===== src/rtl/line_transfer_engine.sv =====
// Moves one cache line between the cache controller and a narrower main-memory bus.
// Write-backs take priority over fills; each line travels as BEATS single-beat valid/ready transfers.
module line_transfer_engine #(
  parameter int BLOCK_SIZE    = 32,
  parameter int ADDRESS_WIDTH = 32,
  parameter int MEM_WIDTH     = 32
) (
  input  logic                       clk,
  input  logic                       rst_n,
  input  logic                       fetchReq,
  input  logic [ADDRESS_WIDTH-1:0]   fetchAddress,
  output logic [8*BLOCK_SIZE-1:0]    fetchedData,
  output logic                       fetchDone,
  input  logic                       writeBackReq,
  input  logic [ADDRESS_WIDTH-1:0]   writeBackAddress,
  input  logic [8*BLOCK_SIZE-1:0]    writeBackData,
  output logic                       writeBackAck,
  output logic                       busy,
  output logic                       memValid,
  output logic                       memWe,
  output logic [ADDRESS_WIDTH-1:0]   memAddr,
  output logic [MEM_WIDTH-1:0]       memWData,
  input  logic                       memReady,
  input  logic [MEM_WIDTH-1:0]       memRData
);

  localparam int LINE_BITS  = 8 * BLOCK_SIZE;
  localparam int BEATS      = LINE_BITS / MEM_WIDTH;
  localparam int BEAT_BYTES = MEM_WIDTH / 8;
  localparam int BEAT_W     = (BEATS > 1) ? $clog2(BEATS) : 1;

  localparam logic [BEAT_W-1:0]        LAST_BEAT  = BEAT_W'(BEATS - 1);
  localparam logic [ADDRESS_WIDTH-1:0] ALIGN_MASK = ~ADDRESS_WIDTH'(BLOCK_SIZE - 1);
  localparam logic [ADDRESS_WIDTH-1:0] BEAT_STEP  = ADDRESS_WIDTH'(BEAT_BYTES);

  typedef enum logic [1:0] {IDLE, WRITE, READ, RESP} stateT;
  typedef enum logic {KIND_FETCH, KIND_WB} kindT;

  stateT                    state;
  stateT                    nextState;
  kindT                     kind;
  logic [BEAT_W-1:0]        beat;
  logic [ADDRESS_WIDTH-1:0] base;
  logic [LINE_BITS-1:0]     lineBuf;
  logic                     transferring;
  logic                     lastBeatAccepted;

  assign transferring     = (state == WRITE) || (state == READ);
  assign lastBeatAccepted = transferring && memReady && (beat == LAST_BEAT);

  // NOTE: registers update with non-blocking assignments so every flop samples pre-edge values.
  always_ff @(posedge clk) begin
    if (!rst_n) state <= IDLE;
    else        state <= nextState;
  end

  // NOTE: every combinational output gets a default first, otherwise a missed branch infers a latch.
  always_comb begin
    nextState = state;
    case (state)
      IDLE: begin
        if (writeBackReq)  nextState = WRITE;
        else if (fetchReq) nextState = READ;
      end
      WRITE, READ: begin
        if (lastBeatAccepted) nextState = RESP;
      end
      RESP:    nextState = IDLE;
      default: nextState = IDLE;
    endcase
  end

  // Transfer bookkeeping; the beat counter wraps to 0 as the last beat is accepted.
  always_ff @(posedge clk) begin
    if (!rst_n) begin
      beat        <= '0;
      base        <= '0;
      kind        <= KIND_FETCH;
      fetchedData <= '0;
    end else begin
      case (state)
        IDLE: begin
          if (writeBackReq) begin
            base <= writeBackAddress & ALIGN_MASK;
            kind <= KIND_WB;
          end else if (fetchReq) begin
            base <= fetchAddress & ALIGN_MASK;
            kind <= KIND_FETCH;
          end
        end
        WRITE, READ: begin
          if (memReady) begin
            if (state == READ) fetchedData[beat*MEM_WIDTH +: MEM_WIDTH] <= memRData;
            beat <= (beat == LAST_BEAT) ? '0 : beat + 1'b1;
          end
        end
        default: ;
      endcase
    end
  end

  // NOTE: the line buffer is a wide data store with no reset; memWData is gated outside WRITE instead.
  always_ff @(posedge clk) begin
    if (state == IDLE && writeBackReq) lineBuf <= writeBackData;
  end

  // Bus outputs decode registered state only, so they cannot move while a beat is stalled.
  always_comb begin
    memValid     = 1'b0;
    memWe        = 1'b0;
    memWData     = '0;
    fetchDone    = 1'b0;
    writeBackAck = 1'b0;
    busy         = (state != IDLE);
    memAddr      = base + ADDRESS_WIDTH'(beat) * BEAT_STEP;
    case (state)
      WRITE: begin
        memValid = 1'b1;
        memWe    = 1'b1;
        memWData = lineBuf[beat*MEM_WIDTH +: MEM_WIDTH];
      end
      READ: memValid = 1'b1;
      RESP: begin
        if (kind == KIND_WB) writeBackAck = 1'b1;
        else                 fetchDone    = 1'b1;
      end
      default: ;
    endcase
  end

endmodule

===== config.mk =====
export PLATFORM = sky130hd
export DESIGN_NAME = line_transfer_engine
export DESIGN_NICKNAME = d
export VERILOG_FILES = /design/src/rtl/line_transfer_engine.sv
export SDC_FILE = /design/constraint.sdc
export NUM_CORES = 1
export LEC_CHECK = 0
export ABC_AREA = 1
export BUFFER_PORTS_ARGS = -buffer_cell sky130_fd_sc_hd__buf_2
export CORE_AREA = 4 4 266 268
export CTS_BUF_LIST = sky130_fd_sc_hd__clkbuf_16
export DETAILED_ROUTE_END_ITERATION = 12
export DIE_AREA = 0 0 270 272
export GPL_TIMING_DRIVEN = 0
export HOLD_SLACK_MARGIN = 0.12
export SETUP_SLACK_MARGIN = 0.4
export SYNTH_ARGS = -nofsm -noshare
export SYNTH_HDL_FRONTEND = slang
export SYNTH_SLANG_ARGS = --single-unit

===== constraint.sdc =====
create_clock -name clk -period 7.35 [get_ports clk]
set_input_delay 0.735 -clock clk [delete_from_list [all_inputs] [get_ports clk]]
set_output_delay 0.735 -clock clk [all_outputs]
set_load 0.02 [all_outputs]

=== After elaboration in Yosys (flattened, before gate mapping) ===
Index checks and enable logic that the tools add are counted.

* Bits in registers: 550
* Bits of input ports: 357
* Output and inout port bits: 325
* Logic and storage cells: 47

* $add $sub $neg: 3
* Equality and inequality tests: 6
* Shift operators: 3
* Muxes and demuxes: 17
* Reductions and logical operators: 12

{| class="wikitable"
|+ Operators by type and width
! cell !! count
|-
| bitwise mux 256 bit || 1
|-
| variable shift 32 x 34 -> 256 bit, first input constant || 1
|-
| variable part select 256 x 9 -> 32 bit || 1
|-
| variable part select 32 x 34 -> 256 bit || 1
|-
| 2-to-1 mux 32 bit || 3
|-
| negation 8 -> 34 bit || 1
|-
| adder 32 x 5 -> 32 bit || 1
|-
| 2-to-1 mux 1 bit || 8
|-
| 2-to-1 mux 2 bit || 3
|-
| one-hot mux 2 bit (3 select lines) || 1
|-
| AND reduction 2 bit || 3
|-
| equality test 2 bit, second input constant || 2
|-
| nonzero test 2 bit || 2
|-
| adder 3 x 1 -> 3 bit, second input constant || 1
|-
| equality test 3 bit, second input constant || 1
|-
| logical AND 1 bit || 3
|-
| 2-to-1 mux 3 bit || 1
|-
| inequality test 3 bit, second input constant || 1
|-
| AND reduction 3 bit || 1
|-
| equality test 2 x 1 -> 1 bit, second input constant || 1
|-
| zero test 2 bit || 1
|-
| inequality test 2 x 1 -> 1 bit, second input constant || 1
|-
| OR reduction 2 bit || 1
|-
| logical OR 1 bit || 1
|}

=== Depth between registers and ports, before layout ===
* Word-level depth: 6
* Mapped depth: 14

=== Least setup slack after synthesis ===
OpenSTA, ideal clock, no wires.

* Kind: input to register
* Start: input writeBackReq
* End: register lineBuf[0] (enable)
* Setup time: 0.606 ns
* Data arrival time: 6.049 ns
* Data required time: 6.744 ns
* Setup slack: 0.695 ns
* Cell stages on the path: 3
* Path buffers: 1
* Cell sequence: clkbuf_1 -> nand2_1 -> inv_1

* Cells in the longest elaborated chain, start to end: 1

{| class="wikitable"
|+ RTL lines
! what !! line !! RTL
|-
| start: declaration || 14 || <nowiki>input logic writeBackReq,</nowiki>
|-
| logical AND 1 bit || 104 || <nowiki>if (state == IDLE && writeBackReq) lineBuf <= writeBackData;</nowiki>
|-
| end signal: assignment || 104 ||
|-
| end: declaration || 44 || <nowiki>logic [LINE_BITS-1:0] lineBuf;</nowiki>
|}

Every way passes these cells.
A chain may end at the register's enable or synchronous reset.

=== Final worst setup path ===
* Start: register beat[0]
* End: output memWData[3]

* Cells in the longest elaborated chain, start to end: 2

{| class="wikitable"
|+ RTL lines
! what !! line !! RTL
|-
| start: declaration || 42 || <nowiki>logic [BEAT_W-1:0] beat;</nowiki>
|-
| start signal: assignment || 94 || <nowiki>beat <= (beat == LAST_BEAT) ? '0 : beat + 1'b1;</nowiki>
|-
| variable part select 256 x 9 -> 32 bit || 120 || <nowiki>memWData = lineBuf[beat*MEM_WIDTH +: MEM_WIDTH];</nowiki>
|-
| 2-to-1 mux 32 bit || 116 || <nowiki>case (state)</nowiki>
|-
| end: declaration || 22 || <nowiki>output logic [MEM_WIDTH-1:0] memWData,</nowiki>
|}

Every way passes these cells.

==> flow_summary.toml <==
[status]
status = "completed"

[global_route]
grt_max_degree = 121
track_usage_pct = 26.0
overflow = 0
grt_pass1_vias = 21561
antenna_found_initial = 28
grt_pass1_wl_um = 141000

[sta]
final_max_slew_viol_count = 0
skew_ps = 30.5
finalHoldViolCount = 0
max_freq_mhz = 243
fin_crit_sh_pct = 56.0
worst-slew-pin-transition_ps = 1100
setup_viol = 0
setup_ws_ps = 3240
period_needed_ps = 4110
rsz0062_at_grt = "false"
slew_headroom_pct = 26.8

[finish]
stdcell_area_um2 = 30100
area_delta_synth_final_pct = 26.8
nNetsFinal = 4126
multiInputGateArea_um2 = 8130
drive_above_1_share_pct = 22.9
fillers = 7115
register_area_um2 = 13500

[clocking]
clk_latency_ps = 640
cts_resized = 0
post-cts-setup-buffer-count = 0
root_buffer = "clkbuf_16"
numCtsBuffers = 60
cts_hold_buf = 0
cts_max_level = 2
cts_buffer_depth = 3
path_clk_slew_ps = 70
tritoncts = "done"
clock-sinks = 545

[setup_path]
cp_common_cell = "nand2_1"
crit_path_start = "beat[0]$_SDFFE_PN0P_"
end_kind = "output port"
cp.arrival_ps = 3380
critPathKind = "flop to output port"
max_stage_delay_ps = 640
regToRegSetupSlack_ps = 3420
reg2regPathDepth = 12
crit_slowest_cell = "buf_1"
cp.required_ps = 6610
path_buf_inv = 3
cp_top_family = "buffers and inverters"
start_kind = "flop"
r2r-start = "beat[0]$_SDFFE_PN0P_"
rr_endpoint = "fetchedData[183]$_SDFFE_PN0P_"
cp_max_fo = 10
worstPathCellList = "buf_2 > buf_1 > nand2_1 > nand2_1 > nand2_1 > nand3_1 > nand2_1 > nor2_1 > buf_2"

[yosys]
synth.most_common_cell = "nand2_1"
ys_types = 30
synth_area_leaders = "edfxtp_1, dfxtp_1, nand2_1, nor2_1, inv_1"
synth_area_per_cell_um2 = 7.86
synth.top_cells.by_count = "nand2_1, nor2_1, inv_1, dfxtp_1, edfxtp_1"
syn_inst = 3025
ys.flop_type = "dfxtp_1"
ys_warn_count = 0
synth-async-reset-ratio_pct = 0
syn-cell-area_um2 = 23800
synth_top_area_share_pct = 32.3
seq_area_frac_synth_pct = 56.7
synth-edff-count = 256
synth_top_area_cell = "edfxtp_1"
synth-seq-cells = 545

[detailed_routing]
drt_iter0_drc = 1850
drc_errors = 0
ant_nets = 0
num_vias = 22377
routedWlPerCell_um = 21.2
firstDrtPassIters = 6
drt-total-wl_um = 99600
routed_via_density = 4.76

[power]
internal-power_w = 0.00589
power_density_nw_per_um2 = 313
p_leak_nw = 15.5
switching_share_pct = 37.5
power_frac_clock_pct = 30.2
peakVddDrop_mv = 0.253
p_comb_share_pct = 29.9
p_sw_w = 0.00354
power_w = 0.00943
seq_power_share_pct = 39.9

[placed_design]
place_ws_ps = 3380
gp_congestion = 0.961
placed_area_um2 = 28300
hpwl_um = 78900
portBuffers = 668

[worst_hold_path]
hold_class = "primary input to flop"
min_to = "lineBuf[188]$_DFFE_PP_"
whs_path_depth = 1
hp-start = "writeBackData[188]"

[floorplan]
fp-row-count = 96
die-area_um2 = 73400
initial_core_util_pct = 34.8
die_h_um = 272
pin_count = 682
core_area_um2 = 68300
die_x_um = 270

[run]
max-cap-violations = 0
flip-flops by register name (all words and copies together), names as in the netlist:
register / cells
base: 27
beat: 3
fetchedData: 256
kind: 1
lineBuf: 256
state: 2
logic make-up (layout without fill, tap and decap cells):
family / count (synthesis) / in the layout / share of synthesized area [%]
simple gates: 1780 / 1780 / 30.0
other cells: 1 / 18 / 0.0158
compound gates: 156 / 156 / 3.59
fa+ha+maj: 11 / 11 / 0.579
buf+inv: 532 / 1308 / 9.11
flops: 545 / 545 / 56.7
power by group through the flow:
stage | clock, W | combinational [W] | sequential, W
6_report | 0.00285 | 0.00282 | 0.00376
5_1_grt | 0.00301 | 0.00308 | 0.00379
2_1_floorplan | 0 | 0.00160 | 0.00396
3_3_place_gp | 0 | 0.00278 | 0.00395
4_1_cts | 0.00289 | 0.00283 | 0.00376
3_5_place_dp | 0 | 0.00282 | 0.00382
through the flow:
stage / setup TNS, ps / std cells / util (%) / hold WS (ps)
after global placement: -468150 / 4576 / 41.3 / 459
after global routing: 0 / 4698 / 44.1 / 256
after floorplan: 0 / 3026 / - / 455
final: 0 / 4700 / 44.1 / 277
after detailed placement: 0 / 4578 / 41.4 / 465
after CTS: 0 / 4684 / 44.1 / 240
layer usage:
layer	vias to the layer above	global-route usage [%]	wire length (um)
li1	10843	-	-
met1	10278	30.9	38800
met2	1007	45.3	48000
met3	227	5.81	8120
met4	22	11.1	4500
met5	-	0	144
worst max path at each step:
stage                               endpoint  slack [ps]  depth (start not counted)
2_1_floorplan           lineBuf[0]$_DFFE_PP_         690                          3
3_3_place_gp          lineBuf[243]$_DFFE_PP_       -1880                          4
3_5_place_dp   fetchedData[183]$_SDFFE_PN0P_        3380                         12
4_1_cts                          memWData[3]        2980                          9
5_1_grt                          memWData[3]        3000                          9
6_report                         memWData[3]        3240                          9
worst register-to-register path: stages (launching register included):
cell and delay [ps]:
dfxtp_1 600, buf_2 410, inv_2 190, buf_2 240, buf_2 300, ha_1 300, ha_1 290, clkinv_1 170
clkbuf_1 370, nand3_1 290, nor2_1 460, nor2_1 110, nor2_1 130
cells in the final DEF (no fill, tap or decap), types with 14 or more instances in the layout:
master	n
o21ai_0	92
dfxtp_1	289
nor3_1	16
nand3_1	182
clkinv_1	14
buf_1	20
inv_1	355
nor2_1	724
diode_2	16
a21oi_1	39
buf_2	746
nand3b_1	17
nand4_1	19
o211ai_1	21
buf_4	17
clkbuf_16	61
clkbuf_1	66
edfxtp_1	256
nand2_1	807
cell type report:
class                      count  share of cell area, %
timing repair buffer         670                   11.3
multi-input combinational   1949                   27.0
antenna                       16                  0.133
clock buffer                  61                   5.06
sequential                   545                   44.7
tap                          882                   3.66
buffer                       182                   2.83
inverter                     350                   4.38
clock inverter                45                  0.996
Note: power is estimated with default switching activity, not from simulation.
